**src/rtl/la_trigger_engine.sv**
```systemverilog
// Trigger engine for the logic analyser: per-channel edge/level qualifiers combined
// in OR / AND-ACC / AND-COIN / SEQ modes, with occurrence count, holdoff and timestamp.
module la_trigger_engine #(
    parameter int unsigned CH_NUM = 8,
    parameter int unsigned CNT_W  = 16,
    parameter int unsigned TS_W   = 24
) (
    input  logic                  sys_clk,
    input  logic                  sys_rst,
    input  logic                  arm,
    input  logic                  disarm,
    input  logic [CH_NUM-1:0]     probe_in,
    input  logic [3*CH_NUM-1:0]   cfg_code,
    input  logic [1:0]            cfg_mode,
    input  logic [CNT_W-1:0]      cfg_count,
    input  logic [CNT_W-1:0]      cfg_holdoff,
    output logic                  armed,
    output logic                  trig_pulse,
    output logic                  triggered,
    output logic [CNT_W-1:0]      event_cnt,
    output logic [TS_W-1:0]       trig_time
);

    localparam int unsigned PTR_W = (CH_NUM > 1) ? $clog2(CH_NUM) : 1;

    localparam logic [1:0] MODE_OR   = 2'd0;
    localparam logic [1:0] MODE_ACC  = 2'd1;
    localparam logic [1:0] MODE_COIN = 2'd2;
    localparam logic [1:0] MODE_SEQ  = 2'd3;

    typedef enum logic [1:0] {S_IDLE, S_HOLDOFF, S_SEARCH, S_DONE} state_t;

    state_t                state, state_nxt;
    logic [CH_NUM-1:0]     s1, s2, s3;
    logic [3*CH_NUM-1:0]   code_q;
    logic [1:0]            mode_q;
    logic [CNT_W-1:0]      count_q, holdoff_q, hold_cnt;
    logic [CH_NUM-1:0]     sticky;
    logic [PTR_W-1:0]      seq_ptr, seq_exp;
    logic                  seq_found, seq_more, seq_hit;
    logic                  evt_c, evt_q;
    logic [TS_W-1:0]       ts_cnt, ts_inc;
    logic [CNT_W-1:0]      cnt_inc, count_n;
    logic [CH_NUM-1:0]     en, edge_ch, hit;
    logic                  restart, searching;
    logic                  armed_d, trig_pulse_d, triggered_d;
    logic [CNT_W-1:0]      event_cnt_d;
    logic [TS_W-1:0]       trig_time_d;

    // A simultaneous disarm wins over arm
    assign restart   = arm & ~disarm;
    assign searching = (state == S_SEARCH) & ~arm & ~disarm;
    assign cnt_inc   = (&event_cnt) ? event_cnt : event_cnt + CNT_W'(1);
    assign ts_inc    = (&ts_cnt) ? ts_cnt : ts_cnt + TS_W'(1);
    assign count_n   = (count_q == '0) ? CNT_W'(1) : count_q;

    // Per-channel qualifier: odd codes enable, bit2 selects level, bit1 selects falling/low
    always_comb begin
        en      = '0;
        edge_ch = '0;
        hit     = '0;
        for (int i = 0; i < int'(CH_NUM); i++) begin
            en[i]      = code_q[3*i];
            edge_ch[i] = code_q[3*i] & ~code_q[3*i+2];
            hit[i]     = code_q[3*i] & (code_q[3*i+2]
                         ? (code_q[3*i+1] ? ~s2[i] : s2[i])
                         : (code_q[3*i+1] ? (~s2[i] & s3[i]) : (s2[i] & ~s3[i])));
        end
    end

    // Sequence pointer names the lowest enabled channel at or above it
    always_comb begin
        seq_exp   = '0;
        seq_found = 1'b0;
        seq_more  = 1'b0;
        for (int i = int'(CH_NUM) - 1; i >= 0; i--) begin
            if (en[i] && (PTR_W'(i) >= seq_ptr)) begin
                seq_exp   = PTR_W'(i);
                seq_found = 1'b1;
            end
        end
        for (int i = 0; i < int'(CH_NUM); i++) begin
            if (en[i] && (PTR_W'(i) > seq_exp)) seq_more = 1'b1;
        end
        seq_hit = seq_found & hit[seq_exp];
    end

    always_comb begin
        evt_c = 1'b0;
        case (mode_q)
            MODE_OR:   evt_c = |hit;
            MODE_ACC:  evt_c = (|en) & (&(sticky | hit | ~en));
            MODE_COIN: evt_c = (|en) & (&(hit | ~en));
            MODE_SEQ:  evt_c = seq_hit & ~seq_more;
            default:   evt_c = 1'b0;
        endcase
    end

    // Synchronisers, latched configuration and event pipeline
    always_ff @(posedge sys_clk or posedge sys_rst) begin
        if (sys_rst) begin
            s1        <= '0;
            s2        <= '0;
            s3        <= '0;
            code_q    <= '0;
            mode_q    <= '0;
            count_q   <= '0;
            holdoff_q <= '0;
            hold_cnt  <= '0;
            sticky    <= '0;
            seq_ptr   <= '0;
            evt_q     <= 1'b0;
            ts_cnt    <= '0;
        end else begin
            s1 <= probe_in;
            s2 <= s1;
            s3 <= s2;
            if (restart) begin
                code_q    <= cfg_code;
                mode_q    <= cfg_mode;
                count_q   <= cfg_count;
                holdoff_q <= cfg_holdoff;
                hold_cnt  <= CNT_W'(1);
                sticky    <= '0;
                seq_ptr   <= '0;
                evt_q     <= 1'b0;
                ts_cnt    <= '0;
            end else begin
                evt_q <= searching & evt_c;
                if (searching) begin
                    sticky <= evt_c ? '0 : (sticky | (hit & edge_ch));
                    if (mode_q == MODE_SEQ && seq_hit)
                        seq_ptr <= seq_more ? (seq_exp + PTR_W'(1)) : '0;
                end
                if (state == S_HOLDOFF && hold_cnt != holdoff_q)
                    hold_cnt <= hold_cnt + CNT_W'(1);
                if (state == S_HOLDOFF || state == S_SEARCH)
                    ts_cnt <= ts_inc;
            end
        end
    end

    always_ff @(posedge sys_clk or posedge sys_rst) begin
        if (sys_rst) begin
            state      <= S_IDLE;
            armed      <= 1'b0;
            trig_pulse <= 1'b0;
            triggered  <= 1'b0;
            event_cnt  <= '0;
            trig_time  <= '0;
        end else begin
            state      <= state_nxt;
            armed      <= armed_d;
            trig_pulse <= trig_pulse_d;
            triggered  <= triggered_d;
            event_cnt  <= event_cnt_d;
            trig_time  <= trig_time_d;
        end
    end

    always_comb begin
        state_nxt = state;
        if (disarm) begin
            state_nxt = S_IDLE;
        end else if (arm) begin
            state_nxt = (cfg_holdoff == '0) ? S_SEARCH : S_HOLDOFF;
        end else begin
            case (state)
                S_HOLDOFF: if (hold_cnt == holdoff_q) state_nxt = S_SEARCH;
                S_SEARCH:  if (evt_q && cnt_inc == count_n) state_nxt = S_DONE;
                default:   state_nxt = state;
            endcase
        end
    end

    always_comb begin
        armed_d      = (state_nxt == S_HOLDOFF) || (state_nxt == S_SEARCH);
        triggered_d  = (state_nxt == S_DONE);
        trig_pulse_d = (state == S_SEARCH) && (state_nxt == S_DONE);
        event_cnt_d  = event_cnt;
        trig_time_d  = trig_time;
        if (restart)
            event_cnt_d = '0;
        else if (searching && evt_q)
            event_cnt_d = cnt_inc;
        if (trig_pulse_d)
            trig_time_d = ts_inc;
    end

endmodule

```
**config.mk**
```make
export PLATFORM = sky130hd
export DESIGN_NAME = la_trigger_engine
export DESIGN_NICKNAME = d
export VERILOG_FILES = /design/src/rtl/la_trigger_engine.sv
export SDC_FILE = /design/constraint.sdc
export NUM_CORES = 1
export LEC_CHECK = 0
export CORE_MARGIN = 2
export CORE_UTILIZATION = 40
export DETAILED_ROUTE_END_ITERATION = 12
export PLACE_DENSITY = 0.57
export SYNTH_ARGS = -nofsm -noshare
export SYNTH_HDL_FRONTEND = slang
export SYNTH_SLANG_ARGS = --single-unit
```
**constraint.sdc**
```tcl
create_clock -name sys_clk -period 8.6 [get_ports sys_clk]
set_input_delay 0.86 -clock sys_clk [delete_from_list [all_inputs] [get_ports sys_clk]]
set_output_delay 0.86 -clock sys_clk [all_outputs]
set_load 0.01 [all_outputs]
```
==> impl_metrics.json <==
{
  "ys_top_cells_by_area": "dfrtp_1, mux2_2, xor2_1",
  "io_pins": 113,
  "ys.flop_type": "dfrtp_1",
  "yosys.area.top_type": "dfrtp_1",
  "rsz0062_at_grt": "false",
  "synth_fa_ha_area_frac": 0.0172,
  "cts_resized": 0,
  "hold_violations": 0,
  "avgSynthCellArea_um2": 10.2,
  "clockBufferDepth": 2,
  "worstSetupPathType": "flop to flop",
  "clk_latency_ps": 420,
  "layout-drive-gt1-share": 0.113,
  "cp.arrival_ps": 3810,
  "p_total_mw": 2.04,
  "required_ps": 8890,
  "period_minus_slack_ps": 3520,
  "synth_compound_area_frac": 0.139,
  "power_density_nw_per_um2": 179,
  "fin_skew_ps": 12.9,
  "fin_nets": 1105,
  "cts_root_buf": "clkbuf_16",
  "place_congestion": 0.854,
  "relSlewSlack": 0.279,
  "syn_area_um2": 9430,
  "ant_nets": 0,
  "grt_max_degree": 112,
  "clk_pin_slew_worst_paths_ps": 70,
  "start_util": 0.404,
  "cellLeakagePower_nw": 4.61,
  "synth_xor_area_frac": 0.0892,
  "netlist_instances": 928,
  "clkSinkCount": 179,
  "drtPass1Iterations": 6,
  "synth_top_family_by_area": "simple AND/OR/NAND/NOR gates",
  "core.rowCount": 56,
  "wire_per_inst_um": 16.2,
  "vias_per_cell": 5.26,
  "cts_setup_buffers": 0,
  "crit_path_end_kind": "flop",
  "synthMuxAreaShare": 0.0671,
  "grtUsageTotal": 0.183,
  "ys_seq_elements": 179,
  "yosysSeqAreaShare": 0.475,
  "yosys_warnings": 0,
  "drt-initial-drc-count": 511,
  "routed_wl_um": 21900,
  "die_h_um": 158,
  "synth_edf_count": 0,
  "crit_path_max_fanout": 49,
  "setup_viol_count_final": 0,
  "yosysUniqueCellTypes": 76,
  "hold_class": "flop to flop",
  "setup_tns_ps": 0,
  "cts_buffers": 17,
  "synth-simple-area-share": 0.184,
  "dp_hpwl_um": 15600,
  "ir_drop_uv": 106,
  "vias": 7121,
  "cp-start-kind": "flop",
  "antenna_found_initial": 1,
  "drc_errors": 0,
  "async_reset_ff_frac": 1.00,
  "core_area_um2": 23300,
  "cts_hold_buffers": 0,
  "yosysTopAreaCellShare": 0.475,
  "fmax_ghz": 0.284,
  "syn_nets": 1011,
  "antennaDiodeCount": 0,
  "worst_pin_slew_ps": 1080,
  "cts_tree": "yes",
  "min_period_over_period": 0.409,
  "rrSetupSlack_ps": 5080,
  "die_area_um2": 24800,
  "fin_ws_ps": 5080,
  "slew_viol_final": 0,
  "place_area_um2": 10800,
  "design_area_um2": 11400,
  "cts_max_level": 4,
  "die_x_um": 158,
  "grt_pass1_vias": 6788,
  "cap_violations": 0,
  "status": "complete, no violations",
  "grt_overflow": 0,
  "syn_to_final_growth_pct": 20.7,
  "place_ws_ps": 4920,
  "grt_pass1_wl_um": 36300,
  "portBuffers": 112
}
[registers in the layout, summed over array words and instances (netlist names)]
| name | flops |
|---|---|
| count_q | 16 |
| holdoff_q | 16 |
| code_q | 24 |
| ts_cnt | 24 |
| trig_time | 24 |
| s3 | 8 |
| s2 | 8 |
| trig_pulse | 1 |
| event_cnt | 16 |
| evt_q | 1 |
| armed | 1 |
| hold_cnt | 16 |
| mode_q | 2 |
| triggered | 1 |
| seq_ptr | 3 |
| state | 2 |
| s1 | 8 |
| sticky | 8 |
[per-stage QoR]
stage,hold WS [ps],std cells,utilization
detailed placement,335,1322,0.463
floorplan,331,928,-
global route,359,1353,0.488
global placement,332,1322,0.463
finish,350,1353,0.488
CTS,352,1353,0.488
[final timing paths]
path                                          start                   endpoint  depth (start not counted)
min reg2reg                         s1[1]$_DFF_PP0_            s2[1]$_DFF_PP0_                          0
min in group asynchronous                   sys_rst  holdoff_q[14]$_DFFE_PP0P_                          2
max                        event_cnt[0]$_DFFE_PP0P_  trig_time[14]$_DFFE_PP0P_                         13
min                                 s1[1]$_DFF_PP0_            s2[1]$_DFF_PP0_                          0
max in group asynchronous                   sys_rst      sticky[7]$_DFFE_PP0P_                          3
max reg2reg                event_cnt[0]$_DFFE_PP0P_  trig_time[14]$_DFFE_PP0P_                         13
[cell usage after synthesis, drive strengths merged (3+ instances only)]
master	count
a31o	3
o31ai	6
inv	22
mux2	50
and3	16
nand3b	5
clkbuf	30
a221oi	3
nor3b	3
a32o	5
dfrtp	179
and2	6
xnor2	33
mux2i	7
or3	14
o21a	5
ha	13
and4	8
a31oi	3
nor3	18
buf	11
o2111ai	4
xor2	63
o22ai	4
o21ba	9
o32ai	3
nor2	66
o211ai	7
nand2	84
nor2b	12
o21ai	75
nor4b	3
o221ai	7
or4	9
nand3	38
nand4	15
nor4	14
or2	4
nand2b	16
a21oi	35
a41oi	3
[area by class of cell]
cell class,instances,area [um^2]
Clock buffer,18,429
Clock inverter,13,148
Fill cell,2195,11900
Inverter,22,87.6
Multi-Input combinational cell,686,4690
Sequential cell,179,4480
Tap cell,319,399
Timing Repair Buffer,116,1150
[kinds of logic after synthesis]
kind of cell	count (synthesis)
and+or+nand+nor	331
AOI/OAI and AO/OA	189
muxes	57
DFF	179
adders and majority gates	13
xor gates and xnor gates	96
buffers and inverters	63
[worst max-delay path, stage by stage, from the launching register on]
cell       delay (ps)
dfrtp_1           510
ha_1              380
nand3_2           230
or2_1             490
nand4_2           220
xnor2_1            90
nor4_1            300
o2111ai_1         190
o31ai_2           240
ha_1              210
nand2_1            60
buf_4             260
nand2_1           120
o21ai_0            80
[power breakdown]
part | switching, mW | internal (mW) | leakage (nW) | total [mW]
clock | 0.359 | 0.411 | 0.270 | 0.770
sequential | 0.0718 | 0.898 | 2.31 | 0.969
combinational | 0.152 | 0.145 | 2.03 | 0.297
[cell usage in the layout, fill, tap and decap left out, types with 4 or more instances in the layout]
cell type / n
mux2i_1: 7
o2111ai_1: 4
nand4_1: 12
xor2_1: 63
o22ai_1: 4
clkbuf_16: 17
xnor2_1: 33
dfrtp_1: 179
o21ba_1: 9
inv_8: 4
ha_1: 13
o31ai_1: 5
o21ai_0: 71
o211ai_1: 7
or3_1: 14
nand3_1: 36
o21a_1: 4
nand2_1: 84
and4_1: 8
a21oi_1: 35
mux2_2: 50
nand2b_1: 16
buf_4: 4
nand3b_1: 5
nor3_1: 18
clkinvlp_4: 4
nor2_1: 63
and3_1: 16
nor4_1: 14
clkdlybuf4s50_1: 112
inv_1: 20
nor2b_1: 10
or4_1: 9
o221ai_1: 7
a32o_1: 5
[metal layers]
| metal | share of wire | global-route usage | wire length [um] | up-vias |
|---|---|---|---|---|
| met1 | 0.51 | 0.284 | 11200 | 3450 |
| met2 | 0.43 | 0.258 | 9460 | 153 |
| met5 | 0.00064 | 0 | 14 | - |
| met4 | 0.0078 | 0.0403 | 172 | 2 |
| met3 | 0.052 | 0.0421 | 1140 | 16 |
| li1 | - | - | - | 3500 |
Note: power is estimated with default switching activity, not from simulation.
==> RTL change 1, RTL diff (same settings) <==
Reset style: synchronous (`sys_rst`), changed in 2 clocked blocks.
--- a/src/rtl/la_trigger_engine.sv
+++ b/src/rtl/la_trigger_engine.sv
@@ -97,7 +97,7 @@
     end
 
     // Synchronisers, latched configuration and event pipeline
-    always_ff @(posedge sys_clk or posedge sys_rst) begin
+    always_ff @(posedge sys_clk) begin
         if (sys_rst) begin
             s1        <= '0;
             s2        <= '0;
@@ -140,7 +140,7 @@
         end
     end
 
-    always_ff @(posedge sys_clk or posedge sys_rst) begin
+    always_ff @(posedge sys_clk) begin
         if (sys_rst) begin
             state      <= S_IDLE;
             armed      <= 1'b0;
Behaviour: differs if sys_rst is asserted again (counterexample within 4 cycles, from zero or initial values and one cycle with sys_rst high); with sys_rst held inactive, the same outputs for 4 cycles.
==> RTL change 1 against the original RTL <==
  * Design area is 3.7% lower
  * Sequential cell count unchanged
  * Worst hold slack better by 0.089 ns
  * Synthesized area decreased by 3.5%
  * Total power is 8.9% lower
  * Critical path depth decreased by 1
  * Via count rose by 12%
  * Worst setup slack worse by 0.25 ns
  * Maximum frequency shrank 6.6%
  * Non-clock buffer count is 1 higher
  * Global-route usage grew 1.4 points
  * Routed wire length grew 6.8%
  * Synthesized cell count up 19%
  * Critical path type unchanged
  * Largest power group unchanged
==> RTL change 1: results (changes against the original RTL) <==
| Metric | Value |
|---|---|
| Share of layout cells above drive strength 1 | `6.83% (-4.5 points)` |
| Worst-case clock skew | `0.0111 ns (-0.00180 ns)` |
| Critical Path Start | `state[0]$_SDFF_PP0_` |
| Worst Path Max Fanout | `47 (-4.1%)` |
| Adder-cell share of the synthesized area | `1.79% (+0.063 points)` |
| Vias per cell | `5.43 (+3.2%)` |
| Reg2Reg Setup Slack | `4.83 ns (-0.25 ns)` |
| Drt first pass iters | `5 (-1)` |
| Post-synth ARST share | `0% (-100 points)` |
| Mapped Nets | `1189 (+18%)` |
| Status | `finished, final reports clean` |
| Drt wl/cell | `15.9 um (-1.9%)` |
| Distinct cells, synth | `81 (+6.6%)` |
| Post-synthesis sequential area ratio | `39.4% (-8.1 points)` |
| P_leak | `3.70 nW (-20%)` |
| XOR/XNOR share of the synthesized area | `8.76% (-0.16 points)` |
| Min Clock Period, post-route | `3.77 ns (+0.250 ns)` |
| Post-synth top cells | `dfxtp_1, nand2_1, nor2_1` |
| Vias in the first global route | `7580 (+12%)` |
| Vias | `7994 (+12%)` |
| Pre-CTS setup slack | `4.58 ns (-0.335 ns)` |
| Aggregate global-route resource usage | `19.8% (+1.4 points)` |
| Routability cong. | `0.866 (+1.5%)` |
| Largest net degree at the start of global routing | `73 (-35%)` |
| Mux contribution to synthesized area | `0.880% (-5.8 points)` |
| Placed Area | `0.0103 sq mm (-4.4%)` |
==> RTL change 1: changes by cell type after synthesis, sizes merged, moves of 50 or more <==
cell   before  now
dfrtp     179    0
dfxtp       0  179
nand2      84  169
a21oi      35   85
mux2       50    0
nor2       66  116
==> RTL change 1: worst max-delay path: stages, from the launching register on <==
cell and delay [ns]:
dfxtp_1 0.36, inv_1 0.05, ha_1 0.67, or4bb_1 0.64, nor4_1 0.33, nand4_2 0.15
nor4_2 0.24, a21bo_1 0.15, ha_1 0.19, and2_1 0.14, buf_4 0.40, nor2_1 0.08
a311oi_1 0.26
==> RTL change 1: cell type report <==
class | count | share of cell area [%]
Clock buffer | 18 | 4.01
Antenna cell | 1 | 0.0228
Timing Repair Buffer | 117 | 10.5
Inverter | 20 | 0.685
Sequential cell | 179 | 32.7
Multi-Input combinational cell | 838 | 47.0
Clock inverter | 14 | 1.74
Tap cell | 285 | 3.25
==> RTL change 1: how the worst min path moves through the flow <==
stage	endpoint	slack (ns)	from
2_1_floorplan	s2[0]$_SDFF_PP0_	0.41	s1[0]$_SDFF_PP0_
3_3_place_gp	s2[7]$_SDFF_PP0_	0.42	s1[7]$_SDFF_PP0_
3_5_place_dp	s2[7]$_SDFF_PP0_	0.42	s1[7]$_SDFF_PP0_
4_1_cts	s2[7]$_SDFF_PP0_	0.44	s1[7]$_SDFF_PP0_
5_1_grt	s2[6]$_SDFF_PP0_	0.46	s1[6]$_SDFF_PP0_
6_report	s2[7]$_SDFF_PP0_	0.44	s1[7]$_SDFF_PP0_
==> RTL change 1: power breakdown <==
| group | total, W | internal, W | switching [W] |
|---|---|---|---|
| logic | 0.000163 | 0.0000735 | 0.0000895 |
| clock network | 0.000827 | 0.000452 | 0.000375 |
| registers | 0.000866 | 0.000847 | 0.0000191 |
| total | 0.00186 | 0.00137 | 0.000483 |
==> RTL change 1: cells by family after synthesis <==
| kind of cell | after synthesis |
|---|---|
| adder cells (fa/ha/maj) | 13 |
| AO/OA/AOI/OAI | 227 |
| XOR/XNOR | 91 |
| buffers and inverters | 89 |
| flip-flops | 179 |
| AND/OR/NAND/NOR | 499 |
| multiplexers | 8 |
==> RTL change 1: metal layers <==
| metal | track usage, % | vias up | share of wire, % |
|---|---|---|---|
| li1 | - | 4010 | - |
| met1 | 26.4 | 3773 | 48 |
| met2 | 31.9 | 174 | 46 |
| met3 | 4.57 | 37 | 4.4 |
| met4 | 5.95 | 0 | 1.5 |
| met5 | 0 | - | 0 |
==> RTL change 2, RTL diff (same settings) <==
Without the edit above. Change the parameter `CNT_W` from 16 to 12.
--- a/src/rtl/la_trigger_engine.sv
+++ b/src/rtl/la_trigger_engine.sv
@@ -2,7 +2,7 @@
 // in OR / AND-ACC / AND-COIN / SEQ modes, with occurrence count, holdoff and timestamp.
 module la_trigger_engine #(
     parameter int unsigned CH_NUM = 8,
-    parameter int unsigned CNT_W  = 16,
+    parameter int unsigned CNT_W  = 12,
     parameter int unsigned TS_W   = 24
 ) (
     input  logic                  sys_clk,
Interface: changed (resized cfg_count, cfg_holdoff and event_cnt); port bits go from 113 to 101. The function was not compared with the original's and may differ.
==> RTL change 2 against the original RTL <==
  * Clock power increased by 13%
  * Design area shrank 12%
  * Maximum frequency is 15% lower
  * Synthesized area fell by 14%
  * Total power is 2.7% lower
  * Die area fell by 14%
  * Combinational power down 17%
  * Sequential cell count is 16 lower
  * Worst setup slack worse by 0.63 ns
  * Routed wire length decreased by 13%
  * Worst hold slack worse by 0.0027 ns
==> RTL change 2: results (changes against the original RTL) <==
| Metric | Value |
|---|---|
| Slowest stage delay, CP | `0.81 ns (+0.30 ns)` |
| Initial DRC count | `335 (-34%)` |
| Share of layout cells above drive strength 1 | `5.24% (-6.1 points)` |
| Buffers on Ports | `100 (-11%)` |
| Comb power | `0.000246 W (-17%)` |
| Vias per cell | `5.09 (-3.3%)` |
| Routability cong. | `0.876 (+2.7%)` |
| First-pass GRT wire length | `32500 um (-10%)` |
| Largest net degree at the start of global routing | `87 (-22%)` |
| Fillers | `1995 (-9.1%)` |
| P_leak | `4.29 nW (-6.9%)` |
| Distinct cells, synth | `57 (-25%)` |
| Fin nets | `1054 (-4.6%)` |
| Post-synthesis sequential area ratio | `50.3% (+2.8 points)` |
| Status | `finished, final reports clean` |
| Worst-case clock skew | `0.00930 ns (-0.00358 ns)` |
| Aggregate global-route resource usage | `18.8% (+0.43 points)` |
| CP max stage cell | `or4_1` |
| Placed Area | `0.00934 sq mm (-14%)` |
| Drt first pass iters | `5 (-1)` |
| Worst Path Max Fanout | `48 (-2.0%)` |
| Routed WL | `19100 um (-13%)` |
| Vias in the first global route | `6322 (-6.9%)` |
| Final core utilization | `49.9% (+1.1 points)` |
| Post-synth top cells | `nand2_1, dfrtp_1, nor2_1` |
==> RTL change 2: cell types whose count changed after synthesis, sizes merged, moves of 10 or more <==
cell,before,now
xnor2,33,44
mux2,50,1
and3,16,6
dfrtp,179,163
nand3,38,27
xor2,63,37
nand2,84,195
o21ai,75,46
nor2,66,82
inv,22,32
==> RTL change 2: cell families (layout without fill, tap and decap cells) <==
family,count (synthesis),in the layout,share of synthesized area [%]
AOI/OAI and AO/OA,146,146,11.8
xor gates and xnor gates,81,81,8.74
adders and majority gates,13,13,2.00
buffers and inverters,70,167,3.33
DFF,163,163,50.3
muxes,8,8,1.00
and+or+nand+nor,414,414,22.9
==> RTL change 2: final cells by class <==
type | count | area share [%]
Inverter | 32 | 1.25
Multi-Input combinational cell | 662 | 37.7
Sequential cell | 163 | 40.8
Tap cell | 270 | 3.38
Timing Repair Buffer | 103 | 10.2
Clock inverter | 12 | 2.28
Clock buffer | 20 | 4.36
==> RTL change 2: worst paths after layout <==
check	to	slack [ns]
max	trig_time[0]$_DFFE_PP0P_	4.45
max reg2reg	trig_time[0]$_DFFE_PP0P_	4.45
min	s2[7]$_DFF_PP0_	0.35
min reg2reg	s2[7]$_DFF_PP0_	0.35
max in group asynchronous	count_q[7]$_DFFE_PP0P_	6.10
min in group asynchronous	code_q[6]$_DFFE_PP0P_	0.96
==> RTL change 2: metal layers <==
layer  GRT usage [%]  vias up  wire length (um)
li1                -     3213                 -
met1            26.8     3072              9240
met2            29.4      112              8920
met3            3.31       25               595
met4            5.73        0               317
met5               0        -                 0
==> RTL change 2: metrics by stage <==
stage	setup slack, ns	instances
global placement	4.50	1230
finish	4.45	1262
CTS	4.42	1262
floorplan	3.34	895
global route	4.18	1262
detailed placement	4.46	1230
